### config.mk
export PLATFORM = sky130hd
export DESIGN_NAME = nibble_serial_add_ctrl
export DESIGN_NICKNAME = d
export VERILOG_FILES = /design/src/rtl/nibble_serial_add_ctrl_pkg.sv /design/src/rtl/nibble_serial_add_ctrl_four_bit_adder.sv /design/src/rtl/nibble_serial_add_ctrl.sv
export SDC_FILE = /design/constraint.sdc
export NUM_CORES = 1
export LEC_CHECK = 0
export ABC_AREA = 1
export CAP_MARGIN = 20
export CORE_UTILIZATION = 48
export DETAILED_ROUTE_END_ITERATION = 10
export GPL_TIMING_DRIVEN = 0
export PLACE_DENSITY_LB_ADDON = 0.3
export SLEW_MARGIN = 20
export SYNTH_ARGS = -nofsm -noshare
export SYNTH_HDL_FRONTEND = slang
export SYNTH_SLANG_ARGS = --single-unit
export TNS_END_PERCENT = 10
### constraint.sdc
create_clock -name clk -period 2.2 [get_ports clk]
set_clock_uncertainty 0.1 [all_clocks]
set_input_delay 0.44 -clock clk [delete_from_list [all_inputs] [get_ports clk]]
set_output_delay 0.44 -clock clk [all_outputs]
set_load 0.02 [all_outputs]
### src/rtl/nibble_serial_add_ctrl_pkg.sv
// ---------------------------------------------------------------------------
// serial_add_pkg
// Shared definitions for the nibble-serial adder controller:
//   NIBBLE_W     - width of one datapath slice (the 4-bit adder)
//   add_state_t  - controller state encoding (IDLE, ADD, DONE)
// ---------------------------------------------------------------------------
package serial_add_pkg;

    localparam int NIBBLE_W = 4;

    typedef enum logic [1:0] {
        IDLE = 2'd0,
        ADD  = 2'd1,
        DONE = 2'd2
    } add_state_t;

endpackage

### src/rtl/nibble_serial_add_ctrl_four_bit_adder.sv
// ---------------------------------------------------------------------------
// four_bit_adder
// Purely combinational 4-bit ripple slice used as the shared datapath of the
// nibble-serial adder.
// Ports:
//   a, b  in  4  slice operands
//   cin   in  1  carry into the slice
//   s     out 4  slice sum
//   cout  out 1  carry out of the slice
// ---------------------------------------------------------------------------
module four_bit_adder (
    input  logic [3:0] a,
    input  logic [3:0] b,
    input  logic       cin,
    output logic [3:0] s,
    output logic       cout
);

    logic [4:0] total;

    assign total = {1'b0, a} + {1'b0, b} + {4'b0000, cin};
    assign s     = total[3:0];
    assign cout  = total[4];

endmodule

### src/rtl/nibble_serial_add_ctrl.sv
// ---------------------------------------------------------------------------
// nibble_serial_add_ctrl
// Adds two W = 4*NUM_NIBBLES bit operands through a single four_bit_adder,
// one nibble per clock, least significant nibble first. Operands are
// captured on an accepted start; the result is published together with a
// one-cycle done pulse and held until the next result.
//
// Optional feature: define SERIAL_ADD_OVF_EN to add the ovf output
// (two's-complement overflow of the W-bit add, registered with sum).
//
// Ports:
//   clk    in   1  rising-edge clock
//   rst_n  in   1  asynchronous active-low reset
//   start  in   1  request, sampled only in IDLE
//   a, b   in   W  operands, captured when start is accepted
//   cin    in   1  carry into nibble 0, captured with the operands
//   busy   out  1  high while in ADD or DONE
//   done   out  1  one-cycle pulse, sum/cout valid
//   sum    out  W  result, held until the next result
//   cout   out  1  carry out of the top nibble, held with sum
//   ovf    out  1  (SERIAL_ADD_OVF_EN only) signed overflow, held with sum
// ---------------------------------------------------------------------------
module nibble_serial_add_ctrl
    import serial_add_pkg::*;
#(
    parameter int NUM_NIBBLES = 4
) (
    input  logic                        clk,
    input  logic                        rst_n,
    input  logic                        start,
    input  logic [4*NUM_NIBBLES-1:0]    a,
    input  logic [4*NUM_NIBBLES-1:0]    b,
    input  logic                        cin,
    output logic                        busy,
    output logic                        done,
    output logic [4*NUM_NIBBLES-1:0]    sum,
    output logic                        cout
`ifdef SERIAL_ADD_OVF_EN
    ,
    output logic                        ovf
`endif
);

    localparam int W     = NIBBLE_W * NUM_NIBBLES;
    localparam int IDX_W = $clog2(NUM_NIBBLES);
    localparam logic [IDX_W-1:0] LAST_IDX = IDX_W'(NUM_NIBBLES - 1);

    add_state_t         state_q,  state_d;
    logic [W-1:0]       a_sh_q,   a_sh_d;
    logic [W-1:0]       b_sh_q,   b_sh_d;
    logic [W-1:0]       sum_sh_q, sum_sh_d;
    logic               carry_q,  carry_d;
    logic [IDX_W-1:0]   idx_q,    idx_d;
    logic [W-1:0]       sum_q,    sum_d;
    logic               cout_q,   cout_d;
    logic               busy_q,   busy_d;
    logic               done_q,   done_d;
    logic               ovf_q,    ovf_d;

    logic [NIBBLE_W-1:0] slice_s;
    logic                slice_co;

    four_bit_adder u_slice (
        .a    (a_sh_q[NIBBLE_W-1:0]),
        .b    (b_sh_q[NIBBLE_W-1:0]),
        .cin  (carry_q),
        .s    (slice_s),
        .cout (slice_co)
    );

    always_comb begin
        state_d  = state_q;
        a_sh_d   = a_sh_q;
        b_sh_d   = b_sh_q;
        sum_sh_d = sum_sh_q;
        carry_d  = carry_q;
        idx_d    = idx_q;
        sum_d    = sum_q;
        cout_d   = cout_q;
        busy_d   = busy_q;
        done_d   = 1'b0;        // done is a pulse; only the ADD->DONE step raises it
        ovf_d    = ovf_q;

        case (state_q)
            IDLE: begin
                if (start) begin
                    a_sh_d   = a;
                    b_sh_d   = b;
                    carry_d  = cin;
                    idx_d    = '0;
                    sum_sh_d = '0;
                    busy_d   = 1'b1;
                    state_d  = ADD;
                end
            end

            ADD: begin
                // Result nibbles enter from the top, so after NUM_NIBBLES
                // steps nibble 0 has migrated down to the LSB position.
                sum_sh_d = {slice_s, sum_sh_q[W-1:NIBBLE_W]};
                carry_d  = slice_co;
                a_sh_d   = a_sh_q >> NIBBLE_W;
                b_sh_d   = b_sh_q >> NIBBLE_W;
                idx_d    = idx_q + IDX_W'(1);
                if (idx_q == LAST_IDX) begin
                    sum_d   = sum_sh_d;
                    cout_d  = slice_co;
                    // On the last step the low nibble of each shift register
                    // holds the operand's top nibble, so bit 3 is its sign.
                    ovf_d   = (a_sh_q[NIBBLE_W-1] == b_sh_q[NIBBLE_W-1]) &&
                              (slice_s[NIBBLE_W-1] != a_sh_q[NIBBLE_W-1]);
                    idx_d   = '0;
                    done_d  = 1'b1;
                    state_d = DONE;
                end
            end

            DONE: begin
                busy_d  = 1'b0;
                state_d = IDLE;
            end

            default: begin
                busy_d  = 1'b0;
                state_d = IDLE;
            end
        endcase
    end

    always_ff @(posedge clk or negedge rst_n) begin
        if (!rst_n) begin
            state_q  <= IDLE;
            a_sh_q   <= '0;
            b_sh_q   <= '0;
            sum_sh_q <= '0;
            carry_q  <= 1'b0;
            idx_q    <= '0;
            sum_q    <= '0;
            cout_q   <= 1'b0;
            busy_q   <= 1'b0;
            done_q   <= 1'b0;
            ovf_q    <= 1'b0;
        end else begin
            state_q  <= state_d;
            a_sh_q   <= a_sh_d;
            b_sh_q   <= b_sh_d;
            sum_sh_q <= sum_sh_d;
            carry_q  <= carry_d;
            idx_q    <= idx_d;
            sum_q    <= sum_d;
            cout_q   <= cout_d;
            busy_q   <= busy_d;
            done_q   <= done_d;
            ovf_q    <= ovf_d;
        end
    end

    assign busy = busy_q;
    assign done = done_q;
    assign sum  = sum_q;
    assign cout = cout_q;

`ifdef SERIAL_ADD_OVF_EN
    assign ovf = ovf_q;
`else
    logic unused_ovf;
    assign unused_ovf = ovf_q;
`endif

endmodule

# Word-level counts from Yosys, hierarchy flattened
# Index checks and enable logic that the tools add are counted.
totals:
  regBits: 72
  output_inout_bits: 19
  wordCells: 42
  in_bits: 36
classes:
  mux: 18
  n_reduce_logical: 6
  n_bitwise: 1
  addsub: 3
  eq_ne: 4
ops:
  columns: ["cell", "n"]
  rows:
  - ["$pmux 16 s2", 3]
  - ["$mux 16", 3]
  - ["$mux 2", 4]
  - ["$pmux 2 s2", 2]
  - ["$reduce_and 2->1", 4]
  - ["$add 4x4->5", 1]
  - ["$add 5x1->5", 1]
  - ["$mux 1", 4]
  - ["$ne 2x2->1 const B", 2]
  - ["$pmux 1 s2", 2]
  - ["$add 2x1->2 const B", 1]
  - ["$eq 2x1->1 const B", 1]
  - ["$eq 2x2->1 const B", 1]
  - ["$logic_not 2->1", 1]
  - ["$reduce_bool 2->1", 1]
  - ["$not 1->1", 1]

# Depth between registers and ports, before layout
depth:
  depth_word: 3
  mapped_depth: 8
  mapped_depth_nobuf: 7

# Hierarchy
# A second synthesis with hierarchy kept.
unflattened:
  cells_unflattened: 401
  area_unflattened_um2: 3328.2
by_module_without_submodules:
  columns: ["module", "instances", "area_per_inst_um2", "seq_area_each_um2", "cells_each"]
  rows:
  - ["nibble_serial_add_ctrl", 1, 3163.0, 1701.6, 376]
  - ["four_bit_adder", 1, 165.2, 0.0, 25]

# Worst setup path after synthesis
# No wires, ideal clock.
synth_path:
  path_kind: "register to register"
  from: "register a_sh_q[0]"
  to: "register carry_q"
  t_arrival_ps: 1531
  path_buffers: 0
  period_less_slack_ps: 1748
  t_required_ps: 1984
  stages_incl_launch_ff: 7
  slack_ps: 452
  setup_time_ps: 116
  path_cell_list: "dfrtp_1 > fa_1 > fa_1 > nand3_1 > nand3_1 > nand2_1 > nand2_1"
synth_via:
  elab_chain_len: 3
synth_lines:
  columns: ["item", "line", "source"]
  rows:
  - ["start, declared", "nibble_serial_add_ctrl.sv:49", "logic [W-1:0] a_sh_q, a_sh_d;"]
  - ["start signal, assigned", "nibble_serial_add_ctrl.sv:145", "a_sh_q <= a_sh_d;"]
  - ["$add 4x4->5", "nibble_serial_add_ctrl_four_bit_adder.sv:21", "assign total = {1'b0, a} + {1'b0, b} + {4'b0000, cin};"]
  - ["$add 5x1->5", "nibble_serial_add_ctrl_four_bit_adder.sv:21", null]
  - ["$pmux 1 s2", "nibble_serial_add_ctrl.sv:84", "case (state_q)"]
  - ["end signal, assigned", "nibble_serial_add_ctrl.sv:148", "carry_q <= carry_d;"]
  - ["end, declared", "nibble_serial_add_ctrl.sv:52", "logic carry_q, carry_d;"]
# No other way between the ends.
# A chain may end at the register's enable or synchronous reset.

# Final worst setup path
layout_path:
  from: "register cout_q (netlist: cout)"
  to: "output cout"
layout_lines:
  columns: ["item", "line", "source"]
  rows:
  - ["start, declared", "nibble_serial_add_ctrl.sv:55", "logic cout_q, cout_d;"]
  - ["start signal, assigned", "nibble_serial_add_ctrl.sv:151", "cout_q <= cout_d;"]
  - ["end, declared", "nibble_serial_add_ctrl.sv:37", "output logic cout"]
# No word-level cell between the ends.

==> out/metrics.yaml <==
worst_setup_path:
  r2r_end: "carry_q$_DFFE_PN0P_"
  critPathSlowestCell: "clkdlybuf4s50_1"
  crit_buf_inv: 1
  arrival_ps: 1330
  r2r_start: "a_sh_q[0]$_DFFE_PN0P_"
  crit_family: "buffers and inverters"
  slowest_delay_ps: 620
  critPathCaptureType: "output port"
  regToRegSetupSlack_ps: 350
  cp_cell_sequence: "clkdlybuf4s50_1"
  critPathLaunchType: "flip-flop"
  cp.required_ps: 1660
  r2r_cells: 6
  worstSetupPathType: "reg -> out"
  crit_path_max_fanout: 2
sta:
  fmax_ghz: 0.536
  final_max_slew_viol_count: 0
  slew_headroom_pct: 70.6
  rsz0062_at_grt: "no"
  hold_slack_ps: 385
  min_period_ps: 1870
  fin_crit_sh_pct: 84.9
  setup_tns_ps: 0
  setup_viol: 0
  final-hold-violation-count: 0
  tightest_slew_ps: 441
floorplanning:
  core-area_um2: 5640
  die_y_um: 79.5
  dieArea_um2: 6320
  rows: 27
  dieWidth_um: 79.5
  num_io_pins: 55
  initial_utilization_pct: 51.1
pwr:
  max-vdd-ir-drop_v: 0.000666
  p_total_uw: 6060
  p_leak_uw: 0.00173
  p_per_area_nw_per_um2: 1600
global_route:
  gr-total-overflow: 0
  grt_max_degree: 39
  antenna_found_initial: 0
  grt_pass1_vias: 2301
  grt_pass1_wl_mm: 10.5
  grtUsageTotal_pct: 22.4
logic_synthesis:
  synth_compound_area_share_pct: 15.8
  yosys_warnings: 0
  synth_xor_area_share_pct: 0.304
  synthAdderAreaFrac_pct: 3.12
  ys.flop_type: "dfrtp_1"
  synth_top_family_by_area: "compound AO/OA/AOI/OAI gates"
  synth_edf_count: 0
  syn-cell-area_um2: 2880
  synthMuxAreaShare_pct: 0
  syn-num-nets: 356
  synth_cells: 314
  synth-simple-area-share_pct: 15.5
  synth_seq_cells: 68
  async_flop_share_pct: 100
  synth_seq_area_share_pct: 59.0
  synth.distinct_cells: 24
  synth.avg_cell_area_um2: 9.18
clock_network:
  clk_pin_slew_worst_paths_ps: 70
  cts_tree: "yes"
  root_buffer: "clkbuf_8"
  clockBufferDepth: 2
  cts_buffers: 9
  clock_sinks: 68
  htree_levels: 3
  clkLatencyLatePin_ps: 340
  cts_resized: 0
placed_design:
  dp_hpwl_mm: 4.30
  portBuffers: 54
  post-place-cells: 441
  placed_area_um2: 3530
  gp_congestion: 0.793
detailed_routing:
  vias: 2335
  wire_per_inst_um: 13.4
  drcViolationCount: 0
  totalWireLength_mm: 6.13
  antenna_left: 0
  drt-pass1-iter-count: 4
  via_per_inst: 5.11
  drt-initial-drc-count: 123
final_layout:
  antenna_cells: 0
  instances_no_fill: 457
  drive_gt1_share_pct: 9.87
  synthToLayoutAreaGrowth_pct: 30.9
  final_nets: 423
  multi_input_area_um2: 1000
  seqCellArea_um2: 1700
  num-fill-cells: 469
  stdcell_area_um2: 3780
worst_hold_path:
  hp-start: "sum[0]$_DFFE_PN0P_"
  holdPathStages: 2
  hold_path_end: "sum[0]$_DFFE_PN0P_"
  hp-class: "reg -> reg"
run_status:
  run_status: "complete, no violations"
job:
  maxCapViolations: 0
[Yosys cell counts, types with 2 or more instances]
| library cell | instances | share of area (%) |
|---|---|---|
| o22ai_1 | 11 | 2.4 |
| o21ai_1 | 31 | 5.4 |
| dfrtp_1 | 68 | 59 |
| buf_2 | 10 | 1.7 |
| clkbuf_1 | 2 | 0.26 |
| nand2_2 | 2 | 0.43 |
| ha_1 | 4 | 1.7 |
| o21ai_0 | 41 | 7.1 |
| inv_2 | 2 | 0.26 |
| nor2_1 | 27 | 3.5 |
| buf_6 | 2 | 0.78 |
| a21oi_1 | 2 | 0.35 |
| fa_1 | 2 | 1.4 |
| nand3_1 | 7 | 1.2 |
| nand2_1 | 75 | 9.8 |
| inv_1 | 20 | 2.6 |
[layout make-up]
cell class | count | area share (%)
flip-flops and latches | 68 | 45.1
multi-input cells | 207 | 26.6
clock buffers | 12 | 4.37
well taps | 72 | 2.39
clock inverters | 3 | 1.82
plain buffers | 17 | 2.55
inverters | 22 | 2.19
repair buffers | 56 | 15.0
[logic make-up after synthesis]
kind of cell | count (synthesis)
simple gates | 113
fa+ha+maj | 6
compound gates | 87
xor+xnor | 1
buf+inv | 39
flops | 68
[routing by layer]
metal | up-vias | wire length (µm) | track usage, % | part of all wire [%]
met5 | - | 0 | 0 | 0
met1 | 1080 | 2720 | 28.6 | 44
met2 | 81 | 2920 | 35.4 | 48
li1 | 1158 | - | - | -
met3 | 16 | 316 | 4.11 | 5.2
met4 | 0 | 176 | 13.3 | 2.9
[state kept, by name, summed over array words and instances, names as in the netlist]
register	cells
idx_q	2
state_q	2
a_sh_q	16
sum	16
sum_sh_q	12
b_sh_q	16
busy	1
done	1
carry_q	1
cout	1
[cells in the final DEF, fill, tap and decap left out, types with 2 or more instances in the layout]
master	Yosys	routed
nand3_1	7	7
buf_6	2	2
o22ai_1	11	11
clkdlybuf4s50_1	0	53
nand2_2	2	2
dfrtp_1	68	68
ha_1	4	4
o21ai_0	41	41
fa_1	2	2
inv_1	20	20
o21ai_1	31	31
buf_4	1	2
buf_2	10	10
clkbuf_1	2	2
a21oi_1	2	2
nand2_1	75	75
clkbuf_8	0	12
nor2_1	27	27
bufinv_16	0	2
inv_2	2	2
[per-stage QoR]
| stage | worst slack, ps | utilization (%) |
|---|---|---|
| 6_report | 333 | 66.9 |
| 5_1_grt | 206 | 66.9 |
| 4_1_cts | 319 | 66.9 |
| 3_5_place_dp | 357 | 62.6 |
| 3_3_place_gp | -1610 | 62.3 |
| 2_1_floorplan | 452 | - |
[what timing repair did]
| item | in CTS | in global routing |
|---|---|---|
| setup endpoints to repair | 0 | 0 |
| setup buffers | 0 | 0 |
| endpoints found under the hold margin | 30 | 0 |
| hold buffers | 1 | 0 |
[where the power goes]
part           leakage, µW  switching (µW)  total [µW]  internal [µW]
registers         0.000846             328        2200           1870
clock network     0.000119             443        1170            727
logic             0.000766            1580        2690           1110
total              0.00173            2350        6060           3710
[how the worst max path moves through the flow]
| stage | from | to | slack [ps] | cells after the start |
|---|---|---|---|---|
| floorplan | a_sh_q[0]$_DFFE_PN0P_ | carry_q$_DFFE_PN0P_ | 450 | 6 |
| global placement | rst_n | b_sh_q[14]$_DFFE_PN0P_ | -1610 | 1 |
| detailed placement | a_sh_q[0]$_DFFE_PN0P_ | carry_q$_DFFE_PN0P_ | 360 | 6 |
| CTS | cout$_DFFE_PN0P_ | cout | 320 | 1 |
| global route | a_sh_q[0]$_DFFE_PN0P_ | carry_q$_DFFE_PN0P_ | 210 | 6 |
| finish | cout$_DFFE_PN0P_ | cout | 330 | 1 |
Note: power is estimated with default switching activity, not from simulation.
